### config.mk
export PLATFORM = sky130hd
export DESIGN_NAME = uart_rx_top
export DESIGN_NICKNAME = d
export VERILOG_FILES = /design/src/rtl/uart_rx_top.sv
export SDC_FILE = /design/constraint.sdc
export NUM_CORES = 1
export LEC_CHECK = 0
export CORE_UTILIZATION = 58
export DETAILED_ROUTE_END_ITERATION = 10
export GPL_ROUTABILITY_DRIVEN = 0
export GPL_TIMING_DRIVEN = 1
export PLACE_DENSITY = 0.78
export SETUP_SLACK_MARGIN = 0.02
export SYNTH_ARGS = -nofsm -noshare
export SYNTH_HDL_FRONTEND = slang
export SYNTH_SLANG_ARGS = --single-unit
### constraint.sdc
create_clock -name clk -period 2.37 [get_ports clk]
set_input_delay 0.474 -clock clk [delete_from_list [all_inputs] [get_ports clk]]
set_output_delay 0.474 -clock clk [all_outputs]
set_load 0.005 [all_outputs]
### src/rtl/uart_rx_top.sv
// 8N1 UART receiver: synchronizes the serial line, centre-samples each bit and
// publishes the last correctly framed byte on uart_rxdata.
module uart_rx_top #(
    parameter int unsigned BD_RATE = 9600,
    parameter int unsigned RX_CLK  = 50_000_000
) (
    input  logic       clk,
    input  logic       rst,
    input  logic       uart_rx,
    output logic [7:0] uart_rxdata
);

    localparam int unsigned BIT_CNT = RX_CLK / BD_RATE;
    localparam int unsigned HALF    = BIT_CNT / 2;
    localparam int unsigned CNT_W   = $clog2(BIT_CNT) + 1;

    typedef enum logic [1:0] {
        IDLE,
        START,
        DATA,
        STOP
    } state_t;

    logic             rx_meta;
    logic             rx_s;
    logic             rx_prev;
    state_t           state;
    logic [CNT_W-1:0] cnt;
    logic [3:0]       bit_cnt;
    logic [7:0]       shift;

    // Two-flop synchronizer plus one delayed copy for falling-edge detection.
    always_ff @(posedge clk or negedge rst) begin
        if (!rst) begin
            rx_meta <= 1'b1;
            rx_s    <= 1'b1;
            rx_prev <= 1'b1;
        end else begin
            rx_meta <= uart_rx;
            rx_s    <= rx_meta;
            rx_prev <= rx_s;
        end
    end

    // Frame FSM; every sample point is an offset from the detected start edge.
    always_ff @(posedge clk or negedge rst) begin
        if (!rst) begin
            state       <= IDLE;
            cnt         <= '0;
            bit_cnt     <= '0;
            shift       <= '0;
            uart_rxdata <= 8'h00;
        end else begin
            case (state)
                IDLE: begin
                    cnt     <= '0;
                    bit_cnt <= '0;
                    if (rx_prev && !rx_s) begin
                        state <= START;
                    end
                end
                START: begin
                    if (cnt == CNT_W'(HALF - 1)) begin
                        cnt   <= '0;
                        state <= rx_s ? IDLE : DATA;
                    end else begin
                        cnt <= cnt + CNT_W'(1);
                    end
                end
                DATA: begin
                    if (cnt == CNT_W'(BIT_CNT - 1)) begin
                        cnt     <= '0;
                        shift   <= {rx_s, shift[7:1]};
                        bit_cnt <= bit_cnt + 4'd1;
                        if (bit_cnt == 4'd7) begin
                            state <= STOP;
                        end
                    end else begin
                        cnt <= cnt + CNT_W'(1);
                    end
                end
                STOP: begin
                    if (cnt == CNT_W'(BIT_CNT - 1)) begin
                        cnt   <= '0;
                        state <= IDLE;
                        // A low stop bit is a framing error: the byte is dropped.
                        if (rx_s) begin
                            uart_rxdata <= shift;
                        end
                    end else begin
                        cnt <= cnt + CNT_W'(1);
                    end
                end
                default: state <= IDLE;
            endcase
        end
    end

endmodule

## Yosys cells after proc, flatten, opt, wreduce, memory -nomap -nowiden

Index checks and enable logic that the tools add are counted.

- Flip-flop bits (word level): 39
- Output and inout bits: 8
- Word-level logic and storage cells: 42

- $add $sub $neg: 2
- Eq/ne operators: 11
- Mux-type cells: 12
- Reductions and logical operators: 9

Operators with widths:

| operator | count |
|---|---|
| 14-bit case mux with 3 select lines | 1 |
| 14-bit 2-to-1 mux | 2 |
| 14-bit by 1-bit adder with 14-bit output, second input constant | 1 |
| 14-bit by 12-bit equality test with 1-bit output, second input constant | 1 |
| 14-bit by 13-bit equality test with 1-bit output, second input constant | 1 |
| 2-bit 2-to-1 mux | 6 |
| 2-bit != test, second input constant | 5 |
| 2-bit case mux with 4 select lines | 1 |
| 4-bit case mux with 2 select lines | 1 |
| 5-bit AND reduction | 1 |
| 4-bit by 1-bit adder with 4-bit output, second input constant | 1 |
| 2-bit equality test, second input constant | 2 |
| 4-bit by 3-bit equality test with 1-bit output, second input constant | 1 |
| 4-bit 2-to-1 mux | 1 |
| 2-bit AND reduction | 2 |
| 3-bit AND reduction | 1 |
| 2-bit by 1-bit equality test with 1-bit output, second input constant | 1 |
| 2-bit logical NOT | 1 |
| 2-bit nonzero test | 1 |
| 2-bit OR reduction | 1 |
| 1-bit logical AND | 1 |
| 1-bit logical NOT | 1 |

## Depth between registers and ports, before layout

Gate-level depths: netlist of run 1.

- Depth in word-level cells: 4
- Mapped depth: 6

## Worst setup path before layout of run 1

Ideal clock, no wire load.

- Kind: reg-to-reg
- Start point: register cnt[0]
- End point: register uart_rxdata[0]
- Library setup time: 0.125 ns
- Arrival time: 1.715 ns
- Slack: 0.531 ns
- Stages on the path, launching flop included: 7
- Buffers on the path: 1
- Cells stage by stage: dfrtp_1 -> ha_1 -> and4bb_2 -> and4_1 -> buf_6 -> nand4_4 -> mux2_2

- Longest elaborated chain between the ends: 2

RTL lines:

| item | line | source |
|---|---|---|
| from (decl) | 28 | `logic [CNT_W-1:0] cnt;` |
| from (signal assigned) | 67 | `cnt <= cnt + CNT_W'(1);` |
| from (signal assigned) | 79 | `cnt <= cnt + CNT_W'(1);` |
| from (signal assigned) | 91 | `cnt <= cnt + CNT_W'(1);` |
| 14-bit by 13-bit equality test with 1-bit output | 83 | `if (cnt == CNT_W'(BIT_CNT - 1)) begin` |
| 3-bit AND reduction (no source line) | n/a |  |
| to (signal assigned) | 88 | `uart_rxdata <= shift;` |
| to (decl) | 10 | `output logic [7:0] uart_rxdata` |

No other way between the ends.
A chain may end at the register's enable or synchronous reset.

## Worst setup path after layout of run 1

Ends and elaborated chain as after synthesis.

==> results of run 1 <==
per-stage QoR:
stage	hold slack, ps	total power, W	worst slack (ps)	util [%]	std cells
2_1_floorplan	178.4	0.0008701	530.5	-	153
3_3_place_gp	347.5	0.0009077	383.2	64.84	203
3_5_place_dp	346.8	0.0009138	293.1	64.84	203
4_1_cts	226.8	0.001351	286.4	67.42	211
5_1_grt	275.4	0.001416	145.4	67.42	211
6_report	223.4	0.001347	284.8	67.42	211
layer usage:
layer	GRT usage (%)	share of wire (%)
met4	10.20	1.8
met3	4.615	2.1
met5	0	0
met2	31.86	47
met1	33.58	49
worst max-delay path by stage:
stage | from | endpoint | slack (ps) | cells past startpoint
2_1_floorplan | cnt[0]$_DFF_PN0_ | uart_rxdata[0]$_DFFE_PN0P_ | 530 | 6
5_1_grt | cnt[0]$_DFF_PN0_ | uart_rxdata[0]$_DFFE_PN0P_ | 150 | 5
3_5_place_dp | cnt[0]$_DFF_PN0_ | uart_rxdata[2]$_DFFE_PN0P_ | 290 | 5
6_report | cnt[0]$_DFF_PN0_ | uart_rxdata[0]$_DFFE_PN0P_ | 280 | 5
4_1_cts | cnt[0]$_DFF_PN0_ | uart_rxdata[2]$_DFFE_PN0P_ | 290 | 5
3_3_place_gp | cnt[0]$_DFF_PN0_ | uart_rxdata[2]$_DFFE_PN0P_ | 380 | 5
critical path, stage by stage (launching register included):
cell,delay [ps]
dfrtp_1,480
ha_1,250
and4bb_2,290
and4_1,400
nand4_4,230
mux2_2,340
synth_stat cells (2+ instances only):
library cell	n	area [um2]
a21oi_1	2	10.01
and4_1	3	26.28
dfstp_2	3	78.83
xor2_1	6	52.55
mux2_2	17	191.4
nand4_1	5	31.28
nor2_1	14	52.55
inv_1	4	15.01
nor2b_1	3	18.77
and4bb_2	2	25.02
buf_4	2	15.01
nand3_1	8	40.04
nand2_1	6	22.52
and3_1	2	12.51
xnor2_1	6	52.55
nand4_4	2	42.54
nor4b_1	2	17.52
dfrtp_1	36	900.9
nor3_4	2	32.53
nor3_1	3	15.01
a31oi_1	2	12.51
ha_1	3	37.54
where the power goes:
part / leakage, nW / internal [W] / switching [W]
clock network: 0.0385 / 0.000223 / 0.000219
registers: 0.531 / 0.000695 / 0.0000761
logic: 0.351 / 0.0000576 / 0.0000774
sequential cells by signal (all words and copies together), names as in the netlist, named ones only:
signal and count:
state 1, shift 8, rx_prev 1, bit_cnt 4, uart_rxdata 8, rx_meta 1, rx_s 1, cnt 14
cell families after synthesis:
logic type	count (synthesis)
AOI/OAI and AO/OA	12
buffers and inverters	9
DFF	39
and+or+nand+nor	60
muxes	18
xor gates and xnor gates	12
adders and majority gates	3
area by class of cell:
| type | count | area, um2 |
|---|---|---|
| Tap cell | 44 | 55.05 |
| Sequential cell | 39 | 979.7 |
| Multi-Input combinational cell | 105 | 827.0 |
| Timing Repair Buffer | 11 | 102.6 |
| Inverter | 4 | 15.01 |
| Fill cell | 232 | 994.7 |
| Clock buffer | 6 | 41.29 |
| Clock inverter | 2 | 37.54 |
cells in the final DEF (no fill, tap or decap), types with 3 or more instances in the layout:
master,count
and4_1,3
clkbuf_4,5
clkdlybuf4s50_1,9
dfrtp_1,36
dfstp_2,3
ha_1,3
inv_1,4
mux2_2,17
nand2_1,6
nand3_1,8
nand4_1,5
nor2_1,14
nor2b_1,3
nor3_1,3
xnor2_1,6
xor2_1,6
==> qor.yml, run 1 <==
outcome:
  status: "completed"
clock_network:
  clk_latency_ps: 350
  cts_tree: "done"
  cts_buffers: 5
  cts-root-buf: "clkbuf_4"
  cts_hold_buf: 0
  clockBufferDepth: 2
  cts-resized-gates: 0
  clk_pin_slew_ps: 120
  cts_sinks: 39
  post_cts_buffers: 0
  htreeDepth: 2
timing:
  finalHoldViolCount: 0
  finalMaxSlewViolations: 0
  finalSetupViolCount: 0
  worst-slew-pin-transition_ps: 851.1
  setup_tns_ps: 0
  fin_crit_sh_pct: 87.98
  fin_skew_ps: 17.53
  slew_headroom_pct: 43.26
  fin_crit_ps: 2085
  fmax_mhz: 479.6
  rsz0062_at_grt: "no"
pwr:
  p_leak_nw: 0.9206
  vdd_ir_drop_max_mv: 0.3824
  pwr_density_cell_mw_per_mm2: 654.6
critical_path:
  reg2reg_slack_ps: 280
  critPathRequiredTime_ps: 2610
  startpoint_type: "flop"
  r2r_cells: 5
  reg2reg_to: "uart_rxdata[0]$_DFFE_PN0P_"
  path_max_fanout: 8
  path_class: "reg2reg"
  end_kind: "flop"
  cp_data_arrival_time_ps: 2320
  rr_startpoint: "cnt[0]$_DFF_PN0_"
layout:
  drive_gt1_share_pct: 23.35
  finalInstanceArea_mm2: 0.002058
  num_antenna_cells: 0
  area_growth_pct: 10.63
  finish.net_count: 172
drt:
  drcViolationCount: 0
  num_vias: 1192
  avgRoutedWirePerCell_um: 15.04
  routed_wl_um: 3173
  drtAntennaViolNets: 0
  vias_per_cell: 5.649
  firstDrtPassIters: 4
  drtIter0Drc: 64
placement:
  port_buffers: 10
  post-dp-hpwl_um: 2136
  place_area_mm2: 0.001979
yosys:
  syn_nets: 159
  synth-compound-area-share_pct: 4.371
  ys_types: 42
  synth_fa_ha_area_share_pct: 2.017
  synthMuxAreaShare_pct: 10.83
  ys_ff_latch: 39
  synth_area_mm2: 0.001861
  synth-edff-count: 0
  yosys.area_share.simple_pct: 21.59
  synthCells: 153
  synth_xor_area_share_pct: 5.649
  synth.avg_cell_area_um2: 12.16
  yosysWarnings: 0
  synth_top_family_by_area: "simple AND/OR/NAND/NOR gates"
  ys.flop_type: "dfrtp_1"
  async_flop_share_pct: 100.0
  ys_seq_area_share_pct: 52.66
die:
  initial_core_util_pct: 60.94
  die_h_um: 58.64
  io_pins: 11
  die_w_um: 58.64
  core_area_mm2: 0.003053
  core.rowCount: 20
  die-area_mm2: 0.003438
grt:
  grt_pass1_wl_um: 5644
  grt_max_degree: 40
  track_usage_pct: 22.48
  grt_overflow: 0
  grt_pass1_vias: 1198
  grt_antenna_before_repair: 0
job:
  drv_cap: 0
min_path:
  hp-class: "in2async"
Note: power is estimated with default switching activity, not from simulation.
==> run 2: changes to the inputs <==
Settings changed: ABC_CLOCK_PERIOD_IN_PS from default to 1950.
Clock period 2.37 ns to 1.95 ns, I/O delays scaled along.
==> run 2 against run 1 <==
Against the previous run: combinational power grew 100%; sequential share of layout area shrank 2.5 points; worst hold slack lost 230 ps; sequential power grew 18%; final area grew 5.8%; critical path depth grew 1; routed wire length grew 8.6%; maximum frequency grew 15%; worst setup slack lost 140 ps; global-route usage grew 0.78 points; the run now ends with negative hold slack left; first-iteration DRC count grew 6.3%; clock skew shrank 2.7 ps; critical path type unchanged.
==> qor.yml, run 2 (same netlist as run 1, synthesis figures left out) <==
clock_network:
  cts_tree: "done"
  htreeDepth: 2  # unchanged
  cts_buffers: 5  # unchanged
  clockBufferDepth: 2  # unchanged
  cts_sinks: 39  # unchanged
  clk_latency_ps: 340  # about the same
  cts-root-buf: "clkbuf_4"
  cts_hold_buf: 0  # unchanged
  clk_pin_slew_ps: 120  # about the same
timing:
  finalSetupViolCount: 0  # unchanged
  worst_slack_ps: 140.2  # -144.6 ps
  fmax_mhz: 552.5  # +15%
  setup_tns_ps: 0  # unchanged
  slew_headroom_pct: 68.51  # +25 points
  worst-slew-pin-transition_ps: 465.8  # -385.3 ps
  rsz0062_at_grt: "no"
  finalHoldViolCount: 9  # +9
  holdWs_ps: -5.658  # -229.0 ps
  finalMaxSlewViolations: 0  # unchanged
  fin_crit_sh_pct: 92.81  # +4.8 points
  fin_crit_ps: 1810  # -275.4 ps
  fin_skew_ps: 14.80  # -2.737 ps
drt:
  firstDrtPassIters: 5  # +1
  drtIter0Drc: 68  # +6.3%
  routed_wl_um: 3446  # +8.6%
  avgRoutedWirePerCell_um: 15.45  # +2.8%
  drtAntennaViolNets: 0  # unchanged
  num_vias: 1269  # +6.5%
  vias_per_cell: 5.691  # +0.73%
  drcViolationCount: 0  # unchanged
critical_path:
  path_class: "reg2reg"
  path_depth: 6  # +1
  path_buf_inv: 1  # +1
  slowest_stage: "dfrtp_2"
  crit_start: "cnt[1]$_DFF_PN0_"
  cp_data_arrival_time_ps: 2050  # -270 ps
  slowest_delay_ps: 420  # -60 ps
  crit_family: "simple AND/OR/NAND/NOR gates"
  end_kind: "flop"
  cp-endpoint: "shift[3]$_DFFE_PN0P_"
  startpoint_type: "flop"
  crit_chain: "ha_1, and4bb_2, nand4_4, nor3_4, buf_12, mux2_2"
  path_max_fanout: 9  # +1
  r2r_cells: 6  # +1
  critPathRequiredTime_ps: 2190  # -420 ps
  reg2reg_to: "shift[3]$_DFFE_PN0P_"
  rr_startpoint: "cnt[1]$_DFF_PN0_"
  reg2reg_slack_ps: 140  # -140 ps
pwr:
  p_sw_share_pct: 27.31  # -0.33 points
  pwr_density_cell_mw_per_mm2: 786.2  # +20%
  comb_power_share_pct: 15.9  # +5.9 points
  pwr-share-clk_pct: 31.1  # -1.7 points
  vdd_ir_drop_max_mv: 0.5584  # +46%
  p_int_w: 0.001244  # +28%
  total_power_w: 0.001712  # +27%
  p_leak_nw: 0.9966  # +8.3%
  p_switching_w: 0.0004674  # +26%
  seq_power_share_pct: 53.0  # -4.2 points
grt:
  gr-usage-met3_pct: 5.275  # +0.66 points
  grt_pass1_vias: 1214  # +1.3%
  grt_busiest_layer: "met2"
  grtUsageMet1_pct: 32.84  # -0.74 points
  grt_overflow: 0  # unchanged
  grt_util_met2_pct: 35.14  # +3.3 points
  grt_pass1_wl_um: 5844  # +3.5%
  grt_antenna_before_repair: 0  # unchanged
  grt_max_degree: 21  # -48%
  track_usage_pct: 23.26  # +0.78 points
layout:
  layout_commonest_cell: "dfrtp_1"
  finish.net_count: 184  # +7.0%
  largest_reg_flops: 14  # unchanged
  top_regs: "cnt x14, shift x8, uart_rxdata x8"
  finalInstanceArea_mm2: 0.002177  # +5.8%
  num_antenna_cells: 0  # unchanged
  final_cell_mix: "dfrtp_1, mux2_2, nor2_1"
  n_fill_cell: 224  # -3.4%
  largest_register: "cnt"
  area_growth_pct: 17.01
  drive_gt1_share_pct: 29.61  # +6.3 points
outcome:
  status: "complete, but fails checks"
  violations: "negative hold slack"
die:
  die_h_um: 58.64  # unchanged
  initial_core_util_pct: 60.94  # unchanged
  io_pins: 11  # unchanged
  die_w_um: 58.64  # unchanged
  core.rowCount: 20  # unchanged
  die-area_mm2: 0.003438  # unchanged
  core_area_mm2: 0.003053  # unchanged
placement:
  pre_cts_ws_ps: 61.76  # -231.3 ps
  place_area_mm2: 0.002079  # +5.1%
  port_buffers: 10  # unchanged
  post-dp-hpwl_um: 2402  # +12%
job:
  drv_cap: 0  # unchanged
min_path:
  hp-class: "in2async"
run 2: area by class of cell:
cell class	count	area (um2)	area share, %
Clock buffer	5	37.54	1.724
Timing Repair Buffer	23	217.7	10.00
Inverter	4	15.01	0.6897
Clock inverter	3	43.79	2.011
Sequential cell	39	980.9	45.06
Tap cell	44	55.05	2.529
Multi-Input combinational cell	105	827.0	37.99
run 2: power by group through the flow:
stage	Combinational, W	Sequential [W]	Clock, W
after floorplan	0.000156	0.000901	0
after global placement	0.000230	0.000915	0
after detailed placement	0.000242	0.000924	0
after CTS	0.000245	0.000908	0.000547
after global routing	0.000296	0.000915	0.000576
final	0.000272	0.000908	0.000532
run 2: what timing repair did:
| action | 4_1_cts | 5_1_grt |
|---|---|---|
| endpoints found under the hold margin | 0 | 0 |
| setup buffers | 0 | 2 |
| setup endpoints to repair | 0 | 17 |
| gates resized for setup | 0 | 1 |
run 2: worst min path at each step:
stage / depth (start not counted) / start / slack [ps] / endpoint
2_1_floorplan: 0 / rst / 90 / asynchronous set/reset pin
3_3_place_gp: 0 / rx_meta$_DFF_PN1_ / 350 / rx_s$_DFF_PN1_
3_5_place_dp: 0 / rx_meta$_DFF_PN1_ / 350 / rx_s$_DFF_PN1_
4_1_cts: 1 / rst / 0.9 / uart_rxdata[6]$_DFFE_PN0P_
5_1_grt: 1 / rst / 20 / cnt[2]$_DFF_PN0_
6_report: 1 / rst / -6 / uart_rxdata[6]$_DFFE_PN0P_
run 2: stage by stage:
| step | util, % | std cells |
|---|---|---|
| 6_report | 71.31 | 223 |
| 5_1_grt | 71.31 | 223 |
| 4_1_cts | 70.78 | 221 |
| 3_5_place_dp | 68.11 | 213 |
| 3_3_place_gp | 68.11 | 213 |
| 2_1_floorplan | - | 153 |
run 2: metal layers:
| layer | part of all wire [%] | wire length (um) | vias to the layer above |
|---|---|---|---|
| li1 | - | - | 601 |
| met1 | 45 | 1567 | 629 |
| met2 | 49 | 1682 | 33 |
| met3 | 4.3 | 147 | 6 |
| met4 | 1.4 | 49 | 0 |
| met5 | 0 | 0 | - |
==> run 3: changes to the inputs <==
Settings changed: ABC_AREA from default to 1.
==> run 3 against run 2 <==
Against the previous run: the run now ends clean; utilization decreased by 3.0 points; synthesized cell count up 46%; critical path depth down 5; via count grew 9.5%; cell count is 27% higher; clock skew barely moved; clock power is 26% lower; combinational power is 32% higher; critical endpoint is now uart_rxdata[7].
==> qor.yml, run 3 <==
timing:
  finalHoldViolCount: 0  # -9
  rsz0062_at_grt: "no"
  finalMaxSlewViolations: 0  # unchanged
  fmax_mhz: 613.9  # +11%
  setup_tns_ps: 0  # unchanged
  fin_crit_sh_pct: 83.54  # -9.3 points
  worst-slew-pin-transition_ps: 469.6  # +3.884 ps
  slew_headroom_pct: 68.69  # +0.18 points
  fin_skew_ps: 14.47  # -0.3307 ps
  fin_crit_ps: 1629  # -180.8 ps
  finalSetupViolCount: 0  # unchanged
critical_path:
  end_kind: "output port"
  critPathRequiredTime_ps: 1560  # -630 ps
  crit_chain: "clkdlybuf4s50_1"
  path_class: "reg2out"
  slowest_delay_ps: 500  # +80 ps
  path_buf_inv: 1  # unchanged
  path_max_fanout: 2  # -7
  slowest_stage: "clkdlybuf4s50_1"
  cp_data_arrival_time_ps: 1240  # -810 ps
  startpoint_type: "flop"
  crit_family: "buffers and inverters"
placement:
  port_buffers: 10  # unchanged
  placed_cells: 276  # +30%
  post-dp-hpwl_um: 2344  # -2.4%
layout:
  area_growth_pct: 9.355
  finish.net_count: 245  # +33%
  largest_reg_flops: 14  # unchanged
  final_cell_mix: "nand2_1, dfrtp_1, nor2_1"
  largest_register: "cnt"
  n_fill_cell: 269  # +20%
  drive_gt1_share_pct: 18.75  # -11 points
  num_antenna_cells: 0  # unchanged
  final_cells: 284  # +27%
  layout_commonest_cell: "nand2_1"
  top_regs: "cnt x14, shift x8, uart_rxdata x8"
yosys:
  ys_ff_latch: 39  # unchanged
  synthCells: 223  # +46%
  ys.flop_type: "dfrtp_1"
  ys_types: 28  # -33%
  synth_area_mm2: 0.001939  # +4.2%
  ys_top_cells_by_count: "nand2_1, dfrtp_1, nor2_1"
  synth-edff-count: 0  # unchanged
  ys_top_cells_by_area: "dfrtp_1, nand2_1, nor2_1"
  yosysMostFrequentCell: "nand2_1"
  syn_nets: 229  # +44%
  synth.avg_cell_area_um2: 8.697  # -28%
  yosys.area.top_type: "dfrtp_1"
  yosysWarnings: 0  # unchanged
  yosysTopAreaCellShare_pct: 46.45  # -2.0 points
  async_flop_share_pct: 100.0  # unchanged
  ys_seq_area_share_pct: 50.52  # -2.1 points
die:
  initial_core_util_pct: 62.50  # +1.6 points
  die_w_um: 59.83  # +2.0%
  core_area_mm2: 0.003103  # +1.6%
  die_h_um: 59.83  # +2.0%
  core.rowCount: 20  # unchanged
  io_pins: 11  # unchanged
  die-area_mm2: 0.003579  # +4.1%
clock_network:
  post_cts_buffers: 0  # unchanged
  clk_latency_ps: 350  # about the same
  cts-resized-gates: 0  # unchanged
  cts_sinks: 39  # unchanged
  cts_tree: "done"
  cts_buffers: 5  # unchanged
  htreeDepth: 2  # unchanged
  cts_hold_buf: 0  # unchanged
  clk_pin_slew_ps: 120  # about the same
  clockBufferDepth: 2  # unchanged
  cts-root-buf: "clkbuf_4"
drt:
  firstDrtPassIters: 4  # -1
  drtAntennaViolNets: 0  # unchanged
  drtIter0Drc: 77  # +13%
  avgRoutedWirePerCell_um: 11.46  # -26%
  vias_per_cell: 4.894  # -14%
  routed_wl_um: 3255  # -5.5%
  num_vias: 1390  # +9.5%
  drcViolationCount: 0  # unchanged
outcome:
  status: "completed"
grt:
  grt_max_degree: 40  # +90%
  grt_pass1_vias: 1217  # +0.25%
  track_usage_pct: 21.23  # -2.0 points
  grt_overflow: 0  # unchanged
  grt_antenna_before_repair: 0  # unchanged
  grt_pass1_wl_um: 5382  # -7.9%
pwr:
  vdd_ir_drop_max_mv: 0.5481  # -1.8%
  p_leak_nw: 0.9758  # -2.1%
  total_power_w: 0.001689  # -1.3%
  pwr_density_cell_mw_per_mm2: 796.3  # +1.3%
job:
  drv_cap: 0  # unchanged
min_path:
  hp-class: "in2async"
## run 3: changes by cell type in the layout (fill, tap and decap cells not counted), moves of 5 or more
cell / delta
nand2_1: +34
inv_1: +23
nor2_1: +19
mux2_2: -17
a21oi_1: +11
buf_4: -9
o21ai_2: +8
nand2_2: +7
inv_2: +6
xnor2_1: -6
nor3_1: +5
## run 3: metal layers
layer / share of wire [%] / vias to the layer above / GRT usage, %
li1: - / 744 / -
met1: 52 / 623 / 29.65
met2: 43 / 17 / 29.52
met3: 3.9 / 6 / 9.091
met4: 1.4 / 0 / 6.977
met5: 0 / - / 0
## run 3: cells by family after synthesis
| group | Yosys count | synth area share [%] |
|---|---|---|
| compound gates | 29 | 9.613 |
| xor+xnor | 4 | 1.806 |
| fa+ha+maj | 3 | 1.936 |
| buf+inv | 36 | 8.129 |
| flops | 39 | 50.52 |
| simple gates | 112 | 28.00 |
## run 3: per-stage QoR
stage / setup slack (ps) / instance area, um2 / util [%] / hold WS [ps]
final: 321.0 / 2121 / 68.35 / 64.06
after global routing: 122.2 / 2121 / 68.35 / 82.30
after CTS: 307.9 / 2121 / 68.35 / 69.91
after detailed placement: 357.0 / 2071 / 66.73 / 348.8
after global placement: 390.6 / 2071 / 66.73 / 346.7
after floorplan: 485.1 / 1939 / - / 94.41
## run 3: path summary, 6_finish.rpt
path / startpoint / end / slack, ps / cells past startpoint
hold reg to reg: rx_meta$_DFF_PN1_ / rx_s$_DFF_PN1_ / 360 / 0
max in group asynchronous: rst / rx_prev$_DFF_PN1_ / 1530 / 2
hold / removal: rst / cnt[4]$_DFF_PN0_ / 60 / 2
setup reg to reg: cnt[0]$_DFF_PN0_ / cnt[10]$_DFF_PN0_ / 340 / 10
setup / recovery: uart_rxdata[7]$_DFFE_PN0P_ / uart_rxdata[7] / 320 / 1
min in group clk: rx_meta$_DFF_PN1_ / rx_s$_DFF_PN1_ / 360 / 0
## run 3: layout make-up
type	instances	area, um2	share of cell area [%]
flip-flops and latches	39	979.7	46.19
multi-input cells	148	802.0	37.82
inverters	33	123.9	5.841
repair buffers	12	110.1	5.192
well taps	44	55.05	2.596
clock buffers	7	45.04	2.124
clock inverters	1	5.005	0.2360
## run 3: power breakdown
| group | switching (W) | internal [W] | leakage, nW |
|---|---|---|---|
| Clock | 0.000253 | 0.000141 | 0.0293 |
| Sequential | 0.0000713 | 0.000866 | 0.527 |
| Combinational | 0.000249 | 0.000109 | 0.419 |
| Total | 0.000573 | 0.00112 | 0.976 |
